<file path="config.mk">
export PLATFORM = sky130hd
export DESIGN_NAME = parking_gate_arbiter_flat
export DESIGN_NICKNAME = d
export VERILOG_FILES = /design/src/rtl/parking_gate_arbiter_if.sv /design/src/rtl/parking_gate_arbiter.sv /design/src/flat_wrapper.sv
export SDC_FILE = /design/constraint.sdc
export NUM_CORES = 1
export LEC_CHECK = 0
export ABC_CLOCK_PERIOD_IN_PS = 1970
export CAP_MARGIN = 20
export CORE_MARGIN = 2
export CORE_UTILIZATION = 40
export CTS_CLUSTER_SIZE = 30
export DETAILED_ROUTE_END_ITERATION = 10
export PLACE_DENSITY_LB_ADDON = 0.05
export RECOVER_POWER = 50
export SETUP_SLACK_MARGIN = 0.3
export SKIP_LAST_GASP = 1
export SYNTH_ARGS = -nofsm -noshare
export SYNTH_HDL_FRONTEND = slang
export SYNTH_SLANG_ARGS = --single-unit
</file>
<file path="constraint.sdc">
create_clock -name clk -period 1.97 [get_ports clk]
set_clock_uncertainty 0.05 [all_clocks]
set_input_delay 0.2955 -clock clk [delete_from_list [all_inputs] [get_ports clk]]
set_output_delay 0.2955 -clock clk [all_outputs]
set_load 0.05 [all_outputs]
</file>
<file path="src/rtl/parking_gate_arbiter_if.sv">
// Handshake bundle between lane controllers, the gate arbiter and the gate/display side.
interface parking_gate_arbiter_if #(
  parameter int unsigned CNT_W = 4
);
  logic             entry_req;
  logic             exit_req;
  logic             car_passed;
  logic             grant_entry;
  logic             grant_exit;
  logic             gate_open;
  logic             entry_denied;
  logic             timeout;
  logic [CNT_W-1:0] occupancy;
  logic             full;
  logic             empty;

  modport master (
    output entry_req, exit_req, car_passed,
    input  grant_entry, grant_exit, gate_open, entry_denied, timeout, occupancy, full, empty
  );

  modport slave (
    input  entry_req, exit_req, car_passed,
    output grant_entry, grant_exit, gate_open, entry_denied, timeout, occupancy, full, empty
  );
endinterface

</file>
<file path="src/rtl/parking_gate_arbiter.sv">
// Shared barrier-gate arbiter: entry/exit round-robin, occupancy tracking, open timeout, guard.
// Define PARK_EXIT_PRIORITY_EN to make exit win every conflict instead of round-robin.
module parking_gate_arbiter #(
  parameter int unsigned CAPACITY       = 8,
  parameter int unsigned CNT_W          = 4,
  parameter int unsigned TIMEOUT_CYCLES = 64,
  parameter int unsigned GUARD_CYCLES   = 2
) (
  input logic                   clk,
  input logic                   reset,
  parking_gate_arbiter_if.slave bus
);

  localparam int unsigned TmrMax = (TIMEOUT_CYCLES > GUARD_CYCLES) ? TIMEOUT_CYCLES : GUARD_CYCLES;
  localparam int unsigned TW     = $clog2(TmrMax) + 1;

  localparam logic [1:0] StIdle      = 2'd0;
  localparam logic [1:0] StOpenEntry = 2'd1;
  localparam logic [1:0] StOpenExit  = 2'd2;
  localparam logic [1:0] StClose     = 2'd3;

  logic [1:0]       state_q, state_d;
  logic [TW-1:0]    timer_q, timer_d;
  logic [CNT_W-1:0] occ_q, occ_d;
  logic             last_exit_q, last_exit_d;
  logic             grant_entry_q, grant_entry_d;
  logic             grant_exit_q, grant_exit_d;
  logic             gate_open_q, gate_open_d;
  logic             entry_denied_q, entry_denied_d;
  logic             timeout_q, timeout_d;

  logic full_w, empty_w, entry_elig, exit_elig, pick_entry;

  assign full_w     = (occ_q == CNT_W'(CAPACITY));
  assign empty_w    = (occ_q == '0);
  assign entry_elig = bus.entry_req && !full_w;
  assign exit_elig  = bus.exit_req && !empty_w;

  always_comb begin
    state_d        = state_q;
    timer_d        = timer_q;
    occ_d          = occ_q;
    last_exit_d    = last_exit_q;
    grant_entry_d  = 1'b0;
    grant_exit_d   = 1'b0;
    gate_open_d    = gate_open_q;
    entry_denied_d = 1'b0;
    timeout_d      = 1'b0;
    pick_entry     = 1'b0;

    case (state_q)
      StIdle: begin
        entry_denied_d = bus.entry_req && full_w;
        if (entry_elig || exit_elig) begin
`ifdef PARK_EXIT_PRIORITY_EN
          pick_entry = !exit_elig;
`else
          // Conflict goes to the lane not served last.
          pick_entry = entry_elig && (!exit_elig || last_exit_q);
`endif
          gate_open_d = 1'b1;
          timer_d     = '0;
          if (pick_entry) begin
            state_d       = StOpenEntry;
            grant_entry_d = 1'b1;
            last_exit_d   = 1'b0;
          end else begin
            state_d      = StOpenExit;
            grant_exit_d = 1'b1;
            last_exit_d  = 1'b1;
          end
        end
      end

      StOpenEntry, StOpenExit: begin
        timer_d = timer_q + TW'(1);
        if (bus.car_passed) begin
          occ_d       = (state_q == StOpenEntry) ? occ_q + CNT_W'(1) : occ_q - CNT_W'(1);
          state_d     = StClose;
          gate_open_d = 1'b0;
          timer_d     = '0;
        end else if (timer_q == TW'(TIMEOUT_CYCLES - 1)) begin
          state_d     = StClose;
          gate_open_d = 1'b0;
          timeout_d   = 1'b1;
          timer_d     = '0;
        end
      end

      StClose: begin
        gate_open_d = 1'b0;
        if (timer_q == TW'(GUARD_CYCLES - 1)) begin
          state_d = StIdle;
          timer_d = '0;
        end else begin
          timer_d = timer_q + TW'(1);
        end
      end

      default: begin
        state_d     = StIdle;
        gate_open_d = 1'b0;
        timer_d     = '0;
      end
    endcase
  end

  always_ff @(posedge clk) begin
    if (reset) begin
      state_q        <= StIdle;
      timer_q        <= '0;
      occ_q          <= '0;
      last_exit_q    <= 1'b1;
      grant_entry_q  <= 1'b0;
      grant_exit_q   <= 1'b0;
      gate_open_q    <= 1'b0;
      entry_denied_q <= 1'b0;
      timeout_q      <= 1'b0;
    end else begin
      state_q        <= state_d;
      timer_q        <= timer_d;
      occ_q          <= occ_d;
      last_exit_q    <= last_exit_d;
      grant_entry_q  <= grant_entry_d;
      grant_exit_q   <= grant_exit_d;
      gate_open_q    <= gate_open_d;
      entry_denied_q <= entry_denied_d;
      timeout_q      <= timeout_d;
    end
  end

  assign bus.grant_entry  = grant_entry_q;
  assign bus.grant_exit   = grant_exit_q;
  assign bus.gate_open    = gate_open_q;
  assign bus.entry_denied = entry_denied_q;
  assign bus.timeout      = timeout_q;
  assign bus.occupancy    = occ_q;
  assign bus.full         = full_w;
  assign bus.empty        = empty_w;

endmodule

</file>
<file path="src/flat_wrapper.sv">
// flat-port wrapper written by rule: the top's interface ports become plain ports
module parking_gate_arbiter_flat 
#(
  parameter int unsigned CAPACITY       = 8,
  parameter int unsigned CNT_W          = 4,
  parameter int unsigned TIMEOUT_CYCLES = 64,
  parameter int unsigned GUARD_CYCLES   = 2
)
  (clk, reset, bus_entry_req, bus_exit_req, bus_car_passed, bus_grant_entry, bus_grant_exit, bus_gate_open, bus_entry_denied, bus_timeout, bus_occupancy, bus_full, bus_empty);
  parking_gate_arbiter_if #(.CNT_W(CNT_W)) bus_i ();
  input logic clk;
  input logic reset;
  input wire logic [$bits(bus_i.entry_req)-1:0] bus_entry_req;
  input wire logic [$bits(bus_i.exit_req)-1:0] bus_exit_req;
  input wire logic [$bits(bus_i.car_passed)-1:0] bus_car_passed;
  output wire logic [$bits(bus_i.grant_entry)-1:0] bus_grant_entry;
  output wire logic [$bits(bus_i.grant_exit)-1:0] bus_grant_exit;
  output wire logic [$bits(bus_i.gate_open)-1:0] bus_gate_open;
  output wire logic [$bits(bus_i.entry_denied)-1:0] bus_entry_denied;
  output wire logic [$bits(bus_i.timeout)-1:0] bus_timeout;
  output wire logic [$bits(bus_i.occupancy)-1:0] bus_occupancy;
  output wire logic [$bits(bus_i.full)-1:0] bus_full;
  output wire logic [$bits(bus_i.empty)-1:0] bus_empty;
  assign bus_i.entry_req = bus_entry_req;
  assign bus_i.exit_req = bus_exit_req;
  assign bus_i.car_passed = bus_car_passed;
  assign bus_grant_entry = bus_i.grant_entry;
  assign bus_grant_exit = bus_i.grant_exit;
  assign bus_gate_open = bus_i.gate_open;
  assign bus_entry_denied = bus_i.entry_denied;
  assign bus_timeout = bus_i.timeout;
  assign bus_occupancy = bus_i.occupancy;
  assign bus_full = bus_i.full;
  assign bus_empty = bus_i.empty;
  parking_gate_arbiter #(.CAPACITY(CAPACITY), .CNT_W(CNT_W), .TIMEOUT_CYCLES(TIMEOUT_CYCLES), .GUARD_CYCLES(GUARD_CYCLES)) u_core (.clk(clk), .reset(reset), .bus(bus_i));
endmodule
</file>
==> qor.yml <==
clocking:
  ctsRootBufferMaster: "clkbuf_4"
  h-tree-depth: 1
  numCtsBuffers: 3
  clkSlewWorstSetupHoldPaths_ns: 0.11
  cts_max_path_buffers: 2
  cts_tree: "done"
  insertion_delay_ns: 0.30
  holdBufCountCts: 0
  cts.sinks: 19
setup_path:
  startpoint_type: "register"
  crit_arrival_ns: 2.04
  max_stage_delay_ns: 0.46
  path_class: "reg -> reg"
  cp.required_ns: 2.11
  crit_path_end_kind: "register"
  crit_chain: "inv_2, ha_1, or4b_4, buf_4, o31ai_4, nand3_1, mux2_1"
  cp_max_fo: 2
  cp_slowest_cell: "or4b_4"
place:
  portBuffers: 15
  place_area_sq_um: 1490
  routabilityCongestion: 0.9091
  hpwl_um: 2093
  dp_slack_ns: 0.07341
power:
  vdd_drop_max_mv: 1.182
  p_leak_nw: 0.6210
  powerDensity_nw_per_um2: 1561
finish:
  drive_gt1_share_pct: 29.63
  layout_commonest_cell: "dfxtp_1"
  diodes: 0
  multi_input_area_sq_um: 847.1
  fin_area_sq_um: 1590
  layout_common_cells: "15 x dfxtp_1, 14 x nand3_1, 12 x buf_4"
  n_fill_cell: 247
  area_delta_synth_final_pct: 36.96
  layout.nets: 177
  seqCellArea_sq_um: 385.4
job:
  cap_violations: 0
sta:
  rsz0062_at_grt: "true"
  hold_viol: 0
  tightest_slew_ns: 0.5212
  relSlewSlack_pct: 65.26
  fin_crit_ns: 1.899
  setup_viol: 0
  fmax_ghz: 0.5267
  layout_setup_ws_ns: 0.07139
  period_share_pct: 96.38
  fin_setup_tns_ns: 0
  final-max-slew-violation-count: 0
route:
  dr_wl_met3_um: 160
  wire_per_inst_um: 14.72
  wl_met2_um: 1265
  drc: 0
  wl_um: 2840
  viasPerCell: 5.663
  dr.pass1.iters: 4
  drt-met1-wl_um: 1397
  ant_nets: 0
  vias: 1093
  drt_iter0_drc: 35
  top_layer: "met4"
outcome:
  status: "completed"
floorplanning:
  initial_core_util_pct: 42.11
  coreArea_sq_um: 2758
  fp.dieW_um: 57.88
  die-area_sq_um: 3350
  die_h_um: 57.88
  num_rows: 19
  io-pin-count: 16
synthesis:
  synth_cell_type_count: 42
  synth_flop_cell: "dfxtp_1"
  ys_warn_count: 0
  syn_avg_cell_area_sq_um: 8.730
  synthArstFlopShare_pct: 0
  synth_area_sq_um: 1161
  synth_edf_count: 0
  synth_nets: 147
  synth_cells: 133
  ys_seq_area_share_pct: 32.76
  ys_ff_latch: 19
global_route:
  grt_pass1_vias: 995
  grt_overflow_total: 0
  grt_start_max_net_pins: 11
  grt_pass1_wl_um: 4788
  grtUsageTotal_pct: 18.49
  antenna_found_initial: 0
worst_hold_path:
  min_path_type: "reg -> reg"
sequential cells by signal, summed over array words and instances, names as in the netlist:
signal	flops
u_core.bus.gate_open	1
u_core.last_exit_q	1
u_core.bus.grant_exit	1
u_core.bus.grant_entry	1
u_core.bus.entry_denied	1
u_core.state_q	2
u_core.bus.occupancy	4
u_core.bus.timeout	1
u_core.timer_q	7
worst paths after layout:
kind                                        from                              to  slack (ns)  cells past startpoint
setup / recovery  u_core.timer_q[1]$_SDFFE_PP0P_  u_core.state_q[1]$_SDFFE_PP0P_        0.07                      7
setup reg to reg  u_core.timer_q[1]$_SDFFE_PP0P_  u_core.state_q[1]$_SDFFE_PP0P_        0.07                      7
hold reg to reg   u_core.timer_q[1]$_SDFFE_PP0P_  u_core.timer_q[1]$_SDFFE_PP0P_        0.45                      2
hold / removal    u_core.timer_q[1]$_SDFFE_PP0P_  u_core.timer_q[1]$_SDFFE_PP0P_        0.45                      2
where the power goes:
part / internal, mW / switching [mW] / total, mW / leakage (nW)
clock network: 0.0790 / 0.123 / 0.202 / 0.0150
registers: 0.475 / 0.112 / 0.586 / 0.156
logic: 0.714 / 0.979 / 1.69 / 0.450
cells in the mapped netlist, drive strengths merged (2+ instances only):
master	instances	area share (%)
o31ai	2	1.7
nor3	3	1.3
o21ai	7	3.3
nand2b	2	1.1
ha	8	8.6
nand2	8	2.6
or2	2	1.1
nor2b	5	2.7
o2111ai	5	3.8
nand3	14	6.0
clkbuf	4	1.4
mux2	2	1.9
a21o	2	1.3
a21oi	6	2.9
nor3b	3	1.9
mux2i	2	1.7
o211ai	6	4.3
inv	7	2.3
dfxtp	19	33
a211oi	2	1.3
nor2	9	2.9
per-layer routing:
metal / global-route usage (%) / vias up
met1: 26.07 / 509
met3: 5.804 / 2
met5: 0 / -
met4: 2.990 / 0
met2: 28.25 / 25
li1: - / 557
repair_timing:
action,4_1_cts,5_1_grt
resized for setup,19,5
buffers inserted,3,1
setup endpoints to repair,22,14
pin swaps,2,1
worst max-delay path: cells and delay by family (launching register included):
| kind | cells | cell delay, ns |
|---|---|---|
| and+or+nand+nor | 2 | 0.57 |
| DFF | 1 | 0.33 |
| buffers and inverters | 2 | 0.21 |
| adders and majority gates | 1 | 0.12 |
| muxes | 1 | 0.33 |
| AOI/OAI and AO/OA | 1 | 0.18 |
layout make-up:
cell class	count	area share (%)
clock buffers	4	1.652
well taps	31	2.439
inverters	7	1.810
multi-input cells	103	53.26
repair buffers	29	16.60
flip-flops and latches	19	24.23
kinds of logic after synthesis:
kind of cell | Yosys count | synth area share, %
AND/OR/NAND/NOR | 51 | 23.38
AO/OA/AOI/OAI | 37 | 24.68
flip-flops | 19 | 32.76
buffers and inverters | 11 | 3.664
adder cells (fa/ha/maj) | 9 | 10.35
multiplexers | 4 | 3.664
XOR/XNOR | 2 | 1.509
stage by stage:
| stage | hold WS, ns | util, % | power (mW) | std cells |
|---|---|---|---|---|
| 2_1_floorplan | 0.3922 | - | 1.639 | 133 |
| 3_3_place_gp | 0.4136 | 54.04 | 2.186 | 185 |
| 3_5_place_dp | 0.4205 | 54.04 | 2.215 | 185 |
| 4_1_cts | 0.4406 | 57.30 | 2.489 | 192 |
| 5_1_grt | 0.4607 | 57.67 | 2.665 | 193 |
| 6_report | 0.4482 | 57.67 | 2.482 | 193 |
Power figures use the tool's default switching activity.
==> RTL edit: new RTL, same flow settings <==
`TIMEOUT_CYCLES` is set to 64 in 2 places; all go to 128.
--- a/src/rtl/parking_gate_arbiter.sv
+++ b/src/rtl/parking_gate_arbiter.sv
@@ -5,3 +5,3 @@
   parameter int unsigned CNT_W          = 4,
-  parameter int unsigned TIMEOUT_CYCLES = 64,
+  parameter int unsigned TIMEOUT_CYCLES = 128,
   parameter int unsigned GUARD_CYCLES   = 2
--- a/src/flat_wrapper.sv
+++ b/src/flat_wrapper.sv
@@ -5,3 +5,3 @@
   parameter int unsigned CNT_W          = 4,
-  parameter int unsigned TIMEOUT_CYCLES = 64,
+  parameter int unsigned TIMEOUT_CYCLES = 128,
   parameter int unsigned GUARD_CYCLES   = 2
Formal check against the unedited RTL: no difference found for any inputs over 10 cycles, from zero or initial values and one cycle with reset high; that may be too few to reach the edited logic, so the function may still have changed.
==> RTL edit against the original RTL <==
- the run now ends with setup timing left
- power is 8.9% higher
- final cell count is 7.3% higher
- wire length is 2.3% higher
- area after synthesis is 1.2% higher
- combinational power is 11% higher
- design area is 12% higher
- first-iteration DRC count is 20% higher
- global-route usage is 0.16 points higher
- sequential cell count is 1 higher
- clock power is 21% higher
- worst setup slack worse by 0.076 ns
- largest power group unchanged
==> RTL edit: results (changes against the original RTL) <==
stage;metric;value;unit;change
timing;slew margin rel.;0.6020;;-0.05053
placement;Post-DP Area;1533;µm²;+2.9%
placement;dpl hpwl;1991;µm;-4.9%
placement;pre-CTS setup slack;-0.01739;ns;-0.09079 ns
logic_synthesis;Distinct cells, synth;40;;-4.8%
finish;NumNets Final;191;;+7.9%
finish;nonclk inv count;11;;+4
logic_synthesis;post-synthesis xor/xnor area fraction;0.02236;;+0.007278
finish;Filler cells;234;;-5.3%
finish;Reg area;416.7;µm²;+8.1%
routing;Routed WL;2906;µm;+2.3%
cts;Clk pin slew, worst setup/hold paths;0.12;ns;
global_routing;vias in the first global route;1029;;+3.4%
timing;Final WS setup;-0.004503;ns;-0.07590 ns
global_routing;global-route wire length before repair;4774;µm;-0.29%
pwr;register share of total power;0.218;;-0.018
finish;max FFs per register;8;;+1
global_routing;largest net degree at the start of global routing;14;;+3
routing;Vias;1095;;+0.18%
logic_synthesis;mux cell area share after synthesis;0.02556;;-0.01108
placement;IO buf count;15;;unchanged
finish;Layout clock area frac;0.02029;;+0.003772
setup_path;top cell family by delay on the critical path;compound AO/OA/AOI/OAI gates;;
logic_synthesis;#FFs+latches synth;20;;+1
finish;layout cells sized above 1;0.4091;;+0.1128
logic_synthesis;Seq/Total Area, Yosys;0.3408;;+0.01320
routing;iteration-0 DRC count of the detailed router;42;;+20%
run_status;status;complete, but fails checks;;
logic_synthesis;top post-synthesis cells by area;dfxtp_1, ha_1, nand3_1, nand2_1, nor2_1;;
logic_synthesis;Yosys warnings;0;;unchanged
cts;CTS resizes;20;;+1
placement;GP Congestion;0.8386;;-7.8%
global_routing;met1 usage;0.2486;;-0.01206
setup_path;WP data arrival;2.12;ns;+0.08 ns
finish;NonClk Buf Share;0.2092;;+0.04323
finish;final core utilization;0.6428;;+0.06615
cts;postcts setup bufs;10;;+7
run_status;failing checks;setup timing;;
timing;Final setup viols;1;;+1
pwr;peak supply drop;1.668;mV;+41%
logic_synthesis;post-synthesis adder-cell area fraction;0.1022;;-0.001212
global_routing;met2 Resource Use GR;0.2955;;+0.01299
logic_synthesis;compound-cell area share of the yosys netlist;0.2226;;-0.02419
finish;fraction of area in multi-input gates;0.4892;;-0.04349
pwr;pwr/cell area;1512;nW/µm²;-3.1%
finish;Signal buffers;41;;+41%
global_routing;initial antenna violation count;0;;unchanged
finish;clock buffers;4;;unchanged
cts;later-pin clock latency in the skew report;0.30;ns;about the same
global_routing;Total GRT Usage;0.1865;;+0.001598
global_routing;met3 usage;0.05357;;-0.004464
pwr;P_comb;1870;µW;+11%
timing;Final Hold Fails;0;;unchanged
logic_synthesis;synth cell count leaders;dfxtp_1, nand2_1, nor2_1, inv_1, nand3_1;;
logic_synthesis;dominant register cell in the synthesized netlist;dfxtp_1;;
setup_path;peak fanout along the critical path;6;;+4
pwr;leakage power;0.0007296;µW;+17%
pwr;cell internal pwr;1483;µW;+17%
finish;multi-input gate count;100;;-2.9%
==> RTL edit: layer usage <==
layer | wire, µm | part of all wire
met5 | 0 | 0
met4 | 23 | 0.0079
met3 | 107 | 0.037
met2 | 1331 | 0.46
met1 | 1445 | 0.50
==> RTL edit: final timing paths <==
check | slack [ns] | to | from | depth (start not counted)
setup reg to reg | -0.005 | u_core.timer_q[3] | u_core.timer_q[1] | 9
setup / recovery | -0.005 | u_core.timer_q[3] | u_core.timer_q[1] | 9
hold / removal | 0.41 | u_core.bus.gate_open | u_core.bus.gate_open | 2
hold reg to reg | 0.41 | u_core.bus.gate_open | u_core.bus.gate_open | 2
==> RTL edit: through the flow <==
stage	cells	hold slack (ns)	setup TNS, ns
after floorplan	133	0.3237	0
after global placement	191	0.3955	-0.009163
after detailed placement	191	0.4033	-0.01739
after CTS	205	0.4187	-0.0006717
after global routing	207	0.4463	-0.2424
final	207	0.4138	-0.004503
